**config.mk**
```make
export PLATFORM = sky130hd
export DESIGN_NAME = game_fsm
export DESIGN_NICKNAME = d
export VERILOG_FILES = /design/src/rtl/breakout_pkg.sv /design/src/rtl/edge_det.sv /design/src/rtl/game_fsm.sv
export SDC_FILE = /design/constraint.sdc
export NUM_CORES = 1
export LEC_CHECK = 0
export BUFFER_PORTS_ARGS = -buffer_cell sky130_fd_sc_hd__buf_2
export CAP_MARGIN = 20
export CORE_UTILIZATION = 60
export DETAILED_ROUTE_END_ITERATION = 8
export MAX_ROUTING_LAYER = met4
export PLACE_DENSITY = 0.83
export SETUP_SLACK_MARGIN = 0.05
export SLEW_MARGIN = 20
export SYNTH_ARGS = -nofsm -noshare
export SYNTH_HDL_FRONTEND = slang
export SYNTH_SLANG_ARGS = --single-unit
```
**constraint.sdc**
```tcl
create_clock -name clock -period 5.3 [get_ports clock]
set_clock_uncertainty 0.1 [all_clocks]
set_input_delay 0.53 -clock clock [delete_from_list [all_inputs] [get_ports clock]]
set_output_delay 0.53 -clock clock [all_outputs]
set_load 0.02 [all_outputs]
```
**src/rtl/breakout_pkg.sv**
```systemverilog
// rtl/breakout_pkg.sv - shared state codes, default parameters and helpers for the breakout game FSM
package breakout_pkg;

  localparam logic [2:0] ST_IDLE  = 3'd0;
  localparam logic [2:0] ST_SERVE = 3'd1;
  localparam logic [2:0] ST_PLAY  = 3'd2;
  localparam logic [2:0] ST_PAUSE = 3'd3;
  localparam logic [2:0] ST_MISS  = 3'd4;
  localparam logic [2:0] ST_OVER  = 3'd5;

  localparam int DEF_LIVES          = 3;
  localparam int DEF_SERVE_FRAMES   = 60;
  localparam int DEF_HITS_PER_LEVEL = 8;
  localparam int DEF_MAX_SPEED      = 4;

  function automatic logic [2:0] sat_inc(input logic [2:0] value, input logic [2:0] limit);
    return (value < limit) ? value + 3'd1 : value;
  endfunction

endpackage

```
**src/rtl/edge_det.sv**
```systemverilog
// rtl/edge_det.sv - registered edge detector; pulse is the input against its registered copy
module edge_det #(
  parameter logic RESET_VAL = 1'b0,
  parameter logic FALLING   = 1'b0
) (
  input  logic clock,
  input  logic reset,
  input  logic d,
  output logic edge_pulse
);

  logic d_q;

  always_ff @(posedge clock) begin
    if (reset) begin
      d_q <= RESET_VAL;
    end else begin
      d_q <= d;
    end
  end

  assign edge_pulse = FALLING ? (d_q & ~d) : (d & ~d_q);

endmodule

```
**src/rtl/game_fsm.sv**
```systemverilog
// rtl/game_fsm.sv - breakout game sequencer: frame timing, serve countdown, lives and speed
module game_fsm
  import breakout_pkg::*;
#(
  parameter int LIVES          = DEF_LIVES,
  parameter int SERVE_FRAMES   = DEF_SERVE_FRAMES,
  parameter int HITS_PER_LEVEL = DEF_HITS_PER_LEVEL,
  parameter int MAX_SPEED      = DEF_MAX_SPEED
) (
  input  logic       clock,
  input  logic       reset,
  input  logic       vga_vs,
  input  logic       start,
  input  logic       pause,
  input  logic       hit_bar,
  input  logic       ball_lost,
  output logic       frame_tick,
  output logic       step,
  output logic       serve,
  output logic [1:0] lives,
  output logic [2:0] speed,
  output logic [2:0] state,
  output logic       game_over
);

  localparam logic [1:0] LIVES_INIT = 2'(LIVES);
  localparam logic [7:0] SERVE_INIT = 8'(SERVE_FRAMES - 1);
  localparam logic [3:0] HIT_LAST   = 4'(HITS_PER_LEVEL - 1);
  localparam logic [2:0] SPEED_MAX  = 3'(MAX_SPEED);

  logic       vs_fall;
  logic       start_rise;
  logic [7:0] serve_cnt;
  logic [3:0] hit_cnt;

  edge_det #(.RESET_VAL(1'b1), .FALLING(1'b1)) u_vs_edge (
    .clock      (clock),
    .reset      (reset),
    .d          (vga_vs),
    .edge_pulse (vs_fall)
  );

  // Start register resets high so a start held through reset is not an edge.
  edge_det #(.RESET_VAL(1'b1), .FALLING(1'b0)) u_start_edge (
    .clock      (clock),
    .reset      (reset),
    .d          (start),
    .edge_pulse (start_rise)
  );

  always_ff @(posedge clock) begin
    if (reset) begin
      state      <= ST_IDLE;
      lives      <= LIVES_INIT;
      speed      <= 3'd1;
      hit_cnt    <= 4'd0;
      serve_cnt  <= 8'd0;
      frame_tick <= 1'b0;
    end else begin
      frame_tick <= vs_fall;
      case (state)
        ST_IDLE, ST_OVER: begin
          if (start_rise) begin
            lives     <= LIVES_INIT;
            speed     <= 3'd1;
            hit_cnt   <= 4'd0;
            serve_cnt <= SERVE_INIT;
            state     <= ST_SERVE;
          end
        end
        ST_SERVE: begin
          if (frame_tick) begin
            if (serve_cnt == 8'd0) begin
              state <= ST_PLAY;
            end else begin
              serve_cnt <= serve_cnt - 8'd1;
            end
          end
        end
        ST_PLAY: begin
          // A loss in the same cycle as a hit or pause wins outright.
          if (ball_lost) begin
            lives <= lives - 2'd1;
            state <= ST_MISS;
          end else begin
            if (hit_bar) begin
              if (hit_cnt == HIT_LAST) begin
                hit_cnt <= 4'd0;
                speed   <= sat_inc(speed, SPEED_MAX);
              end else begin
                hit_cnt <= hit_cnt + 4'd1;
              end
            end
            if (pause) begin
              state <= ST_PAUSE;
            end
          end
        end
        ST_PAUSE: begin
          if (!pause) begin
            state <= ST_PLAY;
          end
        end
        ST_MISS: begin
          if (lives == 2'd0) begin
            state <= ST_OVER;
          end else begin
            serve_cnt <= SERVE_INIT;
            state     <= ST_SERVE;
          end
        end
        default: state <= ST_IDLE;
      endcase
    end
  end

  assign step      = frame_tick & (state == ST_PLAY) & ~reset;
  assign serve     = reset | (state == ST_IDLE) | (state == ST_SERVE) | (state == ST_MISS);
  assign game_over = ~reset & (state == ST_OVER);

endmodule

```
Word-level counts from Yosys, hierarchy flattened
Cells that the tools add are included.
{"block": "word_totals", "input_bits": 7, "output_inout_bits": 12, "word_cells": 79, "register_bits": 23}
{"block": "classes", "bitwise": 11, "n_eq_ne": 18, "magnitude_cmp": 1, "reduce_logical": 11, "n_addsub": 4, "muxes": 26}
{"operator": "two-way mux 3 bit", "n": 11}
{"operator": "two-way mux 8 bit", "n": 4}
{"operator": "one-hot mux 8 bit (3 select lines)", "n": 1}
{"operator": "!= test 2 bit, second input constant", "n": 11}
{"operator": "two-way mux 4 bit", "n": 4}
{"operator": "one-hot mux 3 bit (5 select lines)", "n": 1}
{"operator": "AND reduction 5 bit", "n": 2}
{"operator": "logical NOT 8 bit", "n": 1}
{"operator": "one-hot mux 4 bit (2 select lines)", "n": 1}
{"operator": "subtractor 8 x 1 -> 8 bit, second input constant", "n": 1}
{"operator": "== test 3 x 2 -> 1 bit, second input constant", "n": 2}
{"operator": "== test 3 bit, second input constant", "n": 2}
{"operator": "one-hot mux 3 bit (2 select lines)", "n": 1}
{"operator": "AND reduction 6 bit", "n": 1}
{"operator": "bitwise AND 1 bit", "n": 5}
{"operator": "adder 4 x 1 -> 4 bit, second input constant", "n": 1}
{"operator": "== test 4 x 3 -> 1 bit, second input constant", "n": 1}
{"operator": "two-way mux 2 bit", "n": 2}
{"operator": "one-hot mux 2 bit (2 select lines)", "n": 1}
{"operator": "AND reduction 4 bit", "n": 1}
{"operator": "adder 3 x 1 -> 3 bit, second input constant", "n": 1}
{"operator": "== test 3 x 1 -> 1 bit, second input constant", "n": 1}
{"operator": "logical NOT 3 bit", "n": 1}
{"operator": "< comparator 3 bit, second input constant", "n": 1}
{"operator": "other kinds (9)", "n": 13}

Logic depth before layout (Yosys ltp)
Gate-level depths: netlist of the first run.
{"block": "depth", "word_depth": 6, "depth_mapped": 7}

Modules after synthesis
A second synthesis of the first run with hierarchy kept.
{"block": "hier_totals", "hier_cells": 164, "hier_area_um2": 1347.5}
{"module": "game_fsm", "seq_area_each_um2": 420.4, "n_inst": 1, "area_per_inst_um2": 1280.0, "cells_each": 158}
{"module": "edge_det at u_vs_edge", "seq_area_each_um2": 20.0, "n_inst": 1, "area_per_inst_um2": 35.0, "cells_each": 3}
{"module": "edge_det at u_start_edge", "seq_area_each_um2": 20.0, "n_inst": 1, "area_per_inst_um2": 32.5, "cells_each": 3}

Worst setup path after synthesis of the first run
OpenSTA, ideal clock, no wires.
{"block": "synth_path", "kind": "flip-flop to output port", "start": "register state[1]", "end": "output step", "setup_slack_ns": 2.938, "n_path_buf": 1, "stages_incl_launch_ff": 4, "t_arrival_ns": 1.732, "path_cell_list": "dfxtp_1 clkbuf_1 or3b_2 nor3b_1"}
{"block": "synth_between", "elab_chain_len": 3}
{"element": "start, declared", "line_no": "game_fsm.sv:22", "text": "output logic [2:0] state,"}
{"element": "start signal, assigned", "line_no": "game_fsm.sv:53", "text": "state <= ST_IDLE;"}
{"element": "start signal, assigned", "line_no": "game_fsm.sv:68", "text": "state <= ST_SERVE;"}
{"element": "start signal, assigned", "line_no": "game_fsm.sv:74", "text": "state <= ST_PLAY;"}
{"element": "== test 3 x 2 -> 1 bit", "line_no": "game_fsm.sv:117", "text": "assign step = frame_tick & (state == ST_PLAY) & ~reset;"}
{"element": "bitwise AND 1 bit (2 in a row)", "line_no": "game_fsm.sv:117"}
{"element": "end, declared", "line_no": "game_fsm.sv:18", "text": "output logic step,"}
Every way passes these cells.

Worst setup path in the final report of the first run
Ends and elaborated chain as after synthesis.

==> summary.txt, run 1 <==
Floorplanning
  • Row count: 16
  • Die area: 0.00240 mm2
  • Io pins: 19
  • Die height: 49.0 um
  • Core area: 0.00202 mm2
  • Initial Utilization: 0.655
  • Die W: 49.0 um

Setup path
  • Arrival time at the worst endpoint: 1.81 ns
  • Worst setup EP type: primary output
  • Reg-to-Reg Start: state[0]
  • Worst Path Required: 4.67 ns
  • CP max FO: 11
  • CP peak stage delay: 0.54 ns
  • Critical path class: flop to primary output
  • Cell Chain, Critical Path: or3b_2 > nor3b_1 > buf_2
  • Crit Reg-Reg Endpoint: state[0]
  • Critical-path top delay cell: or3b_2
  • R2r setup slk: 2.88 ns
  • CP startpoint: state[1]
  • FF-to-FF path depth: 5
  • Setup crit start kind: flop
  • CP Capture Point: step

Synthesis
  • Top-count cell post-synth: dfxtp_1
  • Largest area contributor in the netlist: dfxtp_1
  • Yosys top cell area share: 0.348
  • Seq/Total Area, Yosys: 0.348
  • Mapped Nets: 179
  • Ys Warns: 0
  • Cell variety after synth: 41
  • Number of flops mapped to enable cells by yosys: 0
  • Synth cell count leaders: dfxtp_1, nor2_1, a21oi_1, inv_1, nand2_1
  • Asr flop ratio synth: 0
  • Synth Flop Type: dfxtp_1
  • Cell count after synthesis: 167
  • Mean Syn Cell Area: 7.93 um2
  • Mapped Area: 0.00132 mm2
  • Dominant cells by area after synthesis: dfxtp_1, a21oi_1, nor2_1, ha_1, o21ai_0
  • FF+latch count, synth: 23

Clock tree
  • Post CTS Setup Buffer Count: 0
  • CTS root buf: clkbuf_4
  • CTS Hold Bufs: 0
  • Clock latency on the worst-skew pair: 0.31 ns
  • H-tree depth: 1
  • Cts repair resizes: 0
  • Max clock buf depth: 2
  • CTS Sinks: 23
  • CTS clk-pin slew, worst paths: 0.13 ns
  • Cts bufs inserted: 3
  • CTS tree: yes

Timing
  • Unrepaired setup endpoints after global routing: false
  • Worst-margin pin slew: 1.01 ns
  • Fin Hold WS: 0.311 ns
  • Slew Limit Headroom: 0.319
  • Final Hold Fails: 0
  • Peak Freq: 0.409 GHz
  • Setup TNS: 0 ns
  • Endpoints failing setup: 0
  • Crit share post-route: 0.461
  • Fin. max-slew vios: 0
  • Tmin final: 2.44 ns

Global routing
  • Total grt overflow: 0
  • Largest net degree at the start of global routing: 29
  • Vias in the first global route: 1126
  • GRT Total Usage: 0.266
  • First-pass GRT wire length: 4800 um
  • Antenna violations before repair: 0

Cells and area
  • Area Growth Syn to Fin: 9.17%
  • Nets: 193
  • Final cell count without fillers: 207
  • Antenna Cells: 0
  • Share of cells above drive strength 1: 0.161

Place
  • Post-DP HPWL: 2010 um
  • Placed cell count: 203
  • Port-buffer cells: 18
  • Placer congestion estimate: 0.874

Drt
  • Final ANT Viol Nets: 0
  • Drt drc: 0
  • Vias/cell: 6.16
  • Drt pass-1 iters: 4
  • Initial drt markers: 33
  • Detailed-route wire length: 2870 um
  • Drt wl/cell: 13.9 um
  • Vias post-DR: 1275

Power and ir drop
  • VDD IR max: 0.293 mV
  • Power per cell area: 358 mW/mm2
  • P_leak: 0.591 nW

Run status
  • Status: complete, no violations

Flow run
  • Max Cap Viol: 0

Worst hold path
  • HP Class: input port to flop
-- cells by family (layout without fill, tap and decap cells) --
| kind of cell | count (synthesis) | in the layout | share of synthesized area |
|---|---|---|---|
| compound gates | 49 | 49 | 0.244 |
| fa+ha+maj | 5 | 5 | 0.0473 |
| buf+inv | 19 | 32 | 0.0539 |
| flops | 23 | 23 | 0.348 |
| mux | 1 | 1 | 0.00756 |
| simple gates | 70 | 70 | 0.300 |
-- worst min path at each step --
| stage | start | end | slack (ns) | cells after the start |
|---|---|---|---|---|
| 2_1_floorplan | u_vs_edge.d_q | frame_tick | 0.29 | 2 |
| 6_report | vga_vs | u_vs_edge.d_q | 0.31 | 2 |
| 3_5_place_dp | u_vs_edge.d_q | frame_tick | 0.31 | 2 |
| 3_3_place_gp | u_vs_edge.d_q | frame_tick | 0.30 | 2 |
| 5_1_grt | vga_vs | u_vs_edge.d_q | 0.30 | 2 |
| 4_1_cts | start | u_start_edge.d_q | 0.31 | 2 |
-- per-layer routing --
| metal | global-route usage | vias up | part of all wire |
|---|---|---|---|
| met2 | 0.421 | 44 | 0.46 |
| met5 | - | - | 0 |
| met1 | 0.334 | 590 | 0.48 |
| li1 | - | 637 | - |
| met3 | 0.0436 | 4 | 0.053 |
| met4 | 0.113 | 0 | 0.012 |
-- cell type report --
class                      instances  area [um2]
tap                               27        33.8
sequential                        23         460
timing repair buffer              18        90.1
fill                             162         577
inverter                          10        37.5
multi-input combinational        125         797
clock buffer                       4        26.3
-- worst max-delay path: cells and delay by family (launching register included) --
kind	cells	cell delay [ns]
and+or+nand+nor	2	0.77
buffers and inverters	1	0.20
DFF	1	0.53
-- state kept, by name, summed over array words and instances, names as in the netlist --
signal / cells
serve_cnt: 8
hit_cnt: 4
speed: 3
state: 3
lives: 2
frame_tick: 1
u_start_edge.d_q: 1
u_vs_edge.d_q: 1
-- stage by stage --
step | total power [W] | util | worst slack [ns] | instance area (um2)
floorplan | 0.000392 | - | 2.94 | 1320
global placement | 0.000425 | 0.699 | 2.95 | 1410
detailed placement | 0.000435 | 0.699 | 2.88 | 1410
CTS | 0.000519 | 0.712 | 2.87 | 1440
global route | 0.000554 | 0.715 | 2.73 | 1450
finish | 0.000517 | 0.715 | 2.86 | 1450
-- power by group --
part	switching, W	internal, W
combinational	0.000122	0.0000921
clock	0.0000514	0.0000293
sequential	0.0000293	0.000193
-- layout by cell type (no fill, tap or decap), types with 5 or more instances in the layout --
cell      count
dfxtp_1      23
nor2_1       18
buf_2        18
a21oi_1      17
inv_1        10
nand2_1      10
o21ai_0       9
nand2b_1      7
nor3_1        6
nand3_1       6
ha_1          5
(Power assumes the default switching activity.)
==> run 2, diff against run 1 <==
--- a/config.mk
+++ b/config.mk
@@ -7,10 +7,10 @@
 export LEC_CHECK = 0
 export BUFFER_PORTS_ARGS = -buffer_cell sky130_fd_sc_hd__buf_2
 export CAP_MARGIN = 20
-export CORE_UTILIZATION = 60
+export CORE_UTILIZATION = 50
 export DETAILED_ROUTE_END_ITERATION = 8
 export MAX_ROUTING_LAYER = met4
-export PLACE_DENSITY = 0.83
+export PLACE_DENSITY = 0.74
 export SETUP_SLACK_MARGIN = 0.05
 export SLEW_MARGIN = 20
 export SYNTH_ARGS = -nofsm -noshare
==> constraint.sdc (replaced) <==
create_clock -name clock -period 2.2 [get_ports clock]
set_clock_uncertainty 0.1 [all_clocks]
set_input_delay 0.22 -clock clock [delete_from_list [all_inputs] [get_ports clock]]
set_output_delay 0.22 -clock clock [all_outputs]
set_load 0.02 [all_outputs]
==> run 2 against run 1 <==
Sequential share of layout area decreased by 1.1 points. First-iteration DRC count is 21% lower. Die area is 19% higher.
==> summary.txt, run 2 (same netlist as run 1, synthesis figures left out) <==
Run status
  • Status: complete, no violations

Drt
  • Drt wl/cell: 13.7 um
  • Drt pass-1 iters: 5
  • Final ANT Viol Nets: 0
  • Vias/cell: 5.91
  • Vias post-DR: 1283
  • Detailed-route wire length: 2980 um
  • Initial drt markers: 26
  • Drt drc: 0

Place
  • Placer congestion estimate: 0.779
  • Place WS: 0.102 ns
  • Port-buffer cells: 18
  • Post-DP HPWL: 2100 um

Cells and area
  • Antenna Cells: 0
  • Share of cells above drive strength 1: 0.187
  • Max reg flops: 8
  • Fill cells: 234
  • Area Growth Syn to Fin: 13.3%
  • Regs by FF count: serve_cnt (8), hit_cnt (4)
  • Register area: 462 um2
  • Multi-input logic area: 792 um2
  • Commonest non-fill, non-tap cell in the layout: dfxtp_1
  • Most flops, register: serve_cnt
  • Nets: 200
  • Commonest non-fill, non-tap cells in the layout: dfxtp_1, nor2_1, buf_2

Floorplanning
  • Io pins: 19
  • Die height: 53.5 um
  • Row count: 18
  • Die area: 0.00286 mm2
  • Core area: 0.00250 mm2
  • Die W: 53.5 um
  • Initial Utilization: 0.530

Timing
  • Peak Freq: 0.481 GHz
  • Fin. max-slew vios: 0
  • Worst-margin pin slew: 0.488 ns
  • Tmin final: 2.08 ns
  • Unrepaired setup endpoints after global routing: false
  • Setup WS post-layout: 0.123 ns
  • Crit share post-route: 0.944
  • Endpoints failing setup: 0
  • Final Hold Fails: 0
  • Slew Limit Headroom: 0.675
  • Setup TNS: 0 ns
  • Fin Hold WS: 0.0179 ns

Flow run
  • Max Cap Viol: 0

Power and ir drop
  • VDD IR max: 0.612 mV
  • Power per cell area: 879 mW/mm2
  • P_leak: 0.623 nW

Setup path
  • Reg-to-Reg Start: serve_cnt[3]
  • Crit Reg-Reg Endpoint: state[0]
  • Setup crit start kind: flop
  • Worst setup EP type: flop
  • Arrival time at the worst endpoint: 2.20 ns
  • Critical path class: flop to flop
  • CP max FO: 6
  • Critical-path top delay cell: or4_4
  • FF-to-FF path depth: 6
  • Worst Path Required: 2.32 ns
  • R2r setup slk: 0.12 ns
  • Cell Chain, Critical Path: or4_4 > nor4b_4 > buf_4 > nor2b_1 > a211o_1 > o32ai_1
  • CP peak stage delay: 0.56 ns

Clock tree
  • Max clock buf depth: 2
  • CTS Sinks: 23
  • CTS tree: yes
  • H-tree depth: 1
  • CTS root buf: clkbuf_4
  • CTS clk-pin slew, worst paths: 0.13 ns
  • Cts bufs inserted: 3
  • Clock latency on the worst-skew pair: 0.31 ns

Worst hold path
  • Hold path depth: 2
  • HP Class: input port to flop
  • Min-delay src: start
  • Hold endpoint: u_start_edge.d_q

Global routing
  • First-pass GRT wire length: 4820 um
  • Grt met3 use: 0.0287
  • Total grt overflow: 0
  • Busiest grt layer: met2
  • GRT Total Usage: 0.237
  • Antenna violations before repair: 0
  • Largest net degree at the start of global routing: 29
  • Met1 Use GR: 0.314
  • Met2 Use GR: 0.356
  • Vias in the first global route: 1123
==> run 2: cell types whose count changed in the layout (fill, tap and decap cells not counted) <==
cell           delta
dfxtp_1           -1
buf_4             +6
nor3b_1           +1
dlygate4sd3_1     +1
dfxtp_2           +1
nor3b_2           -1
==> run 2: critical path, delay by kind of cell, from the launching register on <==
kind	cells	cell delay, ns
compound gates	2	0.38
buf+inv	1	0.19
flops	1	0.37
simple gates	3	0.96
==> run 2: worst max-delay path by stage <==
stage                 startpoint      endpoint  slack (ns)  depth (start not counted)
floorplan               state[1]          step        0.15                          3
global placement    serve_cnt[3]  serve_cnt[3]        0.19                          5
detailed placement  serve_cnt[3]      state[0]        0.10                          5
CTS                 serve_cnt[3]      state[0]        0.08                          5
global route        serve_cnt[3]      state[1]        0.07                          6
finish              serve_cnt[3]      state[0]        0.12                          6
==> run 2: stage by stage <==
step                      power (W)  std cells   util  cell area [um2]
after floorplan            0.000945        167      -             1320
after global placement      0.00105        210  0.579             1450
after detailed placement    0.00108        210  0.579             1450
after CTS                   0.00128        215  0.594             1480
after global routing        0.00141        217  0.600             1500
final                       0.00132        217  0.600             1500
==> run 2: cell type report <==
cell class / instances / share of cell area
flip-flops and latches: 23 / 0.308
multi-input cells: 125 / 0.528
clock buffers: 4 / 0.0175
repair buffers: 25 / 0.0967
inverters: 10 / 0.0250
well taps: 30 / 0.0250
==> run 2: per-layer routing <==
metal | part of all wire | up-vias | routed length [um]
met1 | 0.48 | 588 | 1420
met5 | 0 | - | 0
li1 | - | 651 | -
met4 | 0.013 | 0 | 38
met3 | 0.042 | 6 | 125
met2 | 0.47 | 38 | 1400
==> run 2: what timing repair did <==
item	in CTS	in global routing
hold buffers	1	0
gates resized for setup	0	1
setup endpoints to repair	0	5
endpoints found under the hold margin	1	0
setup buffers	0	2
==> run 2: power by group <==
group          switching, W  total, W  internal [W]
registers         0.0000696  0.000535      0.000465
logic              0.000310  0.000585      0.000275
clock network      0.000128  0.000199     0.0000708
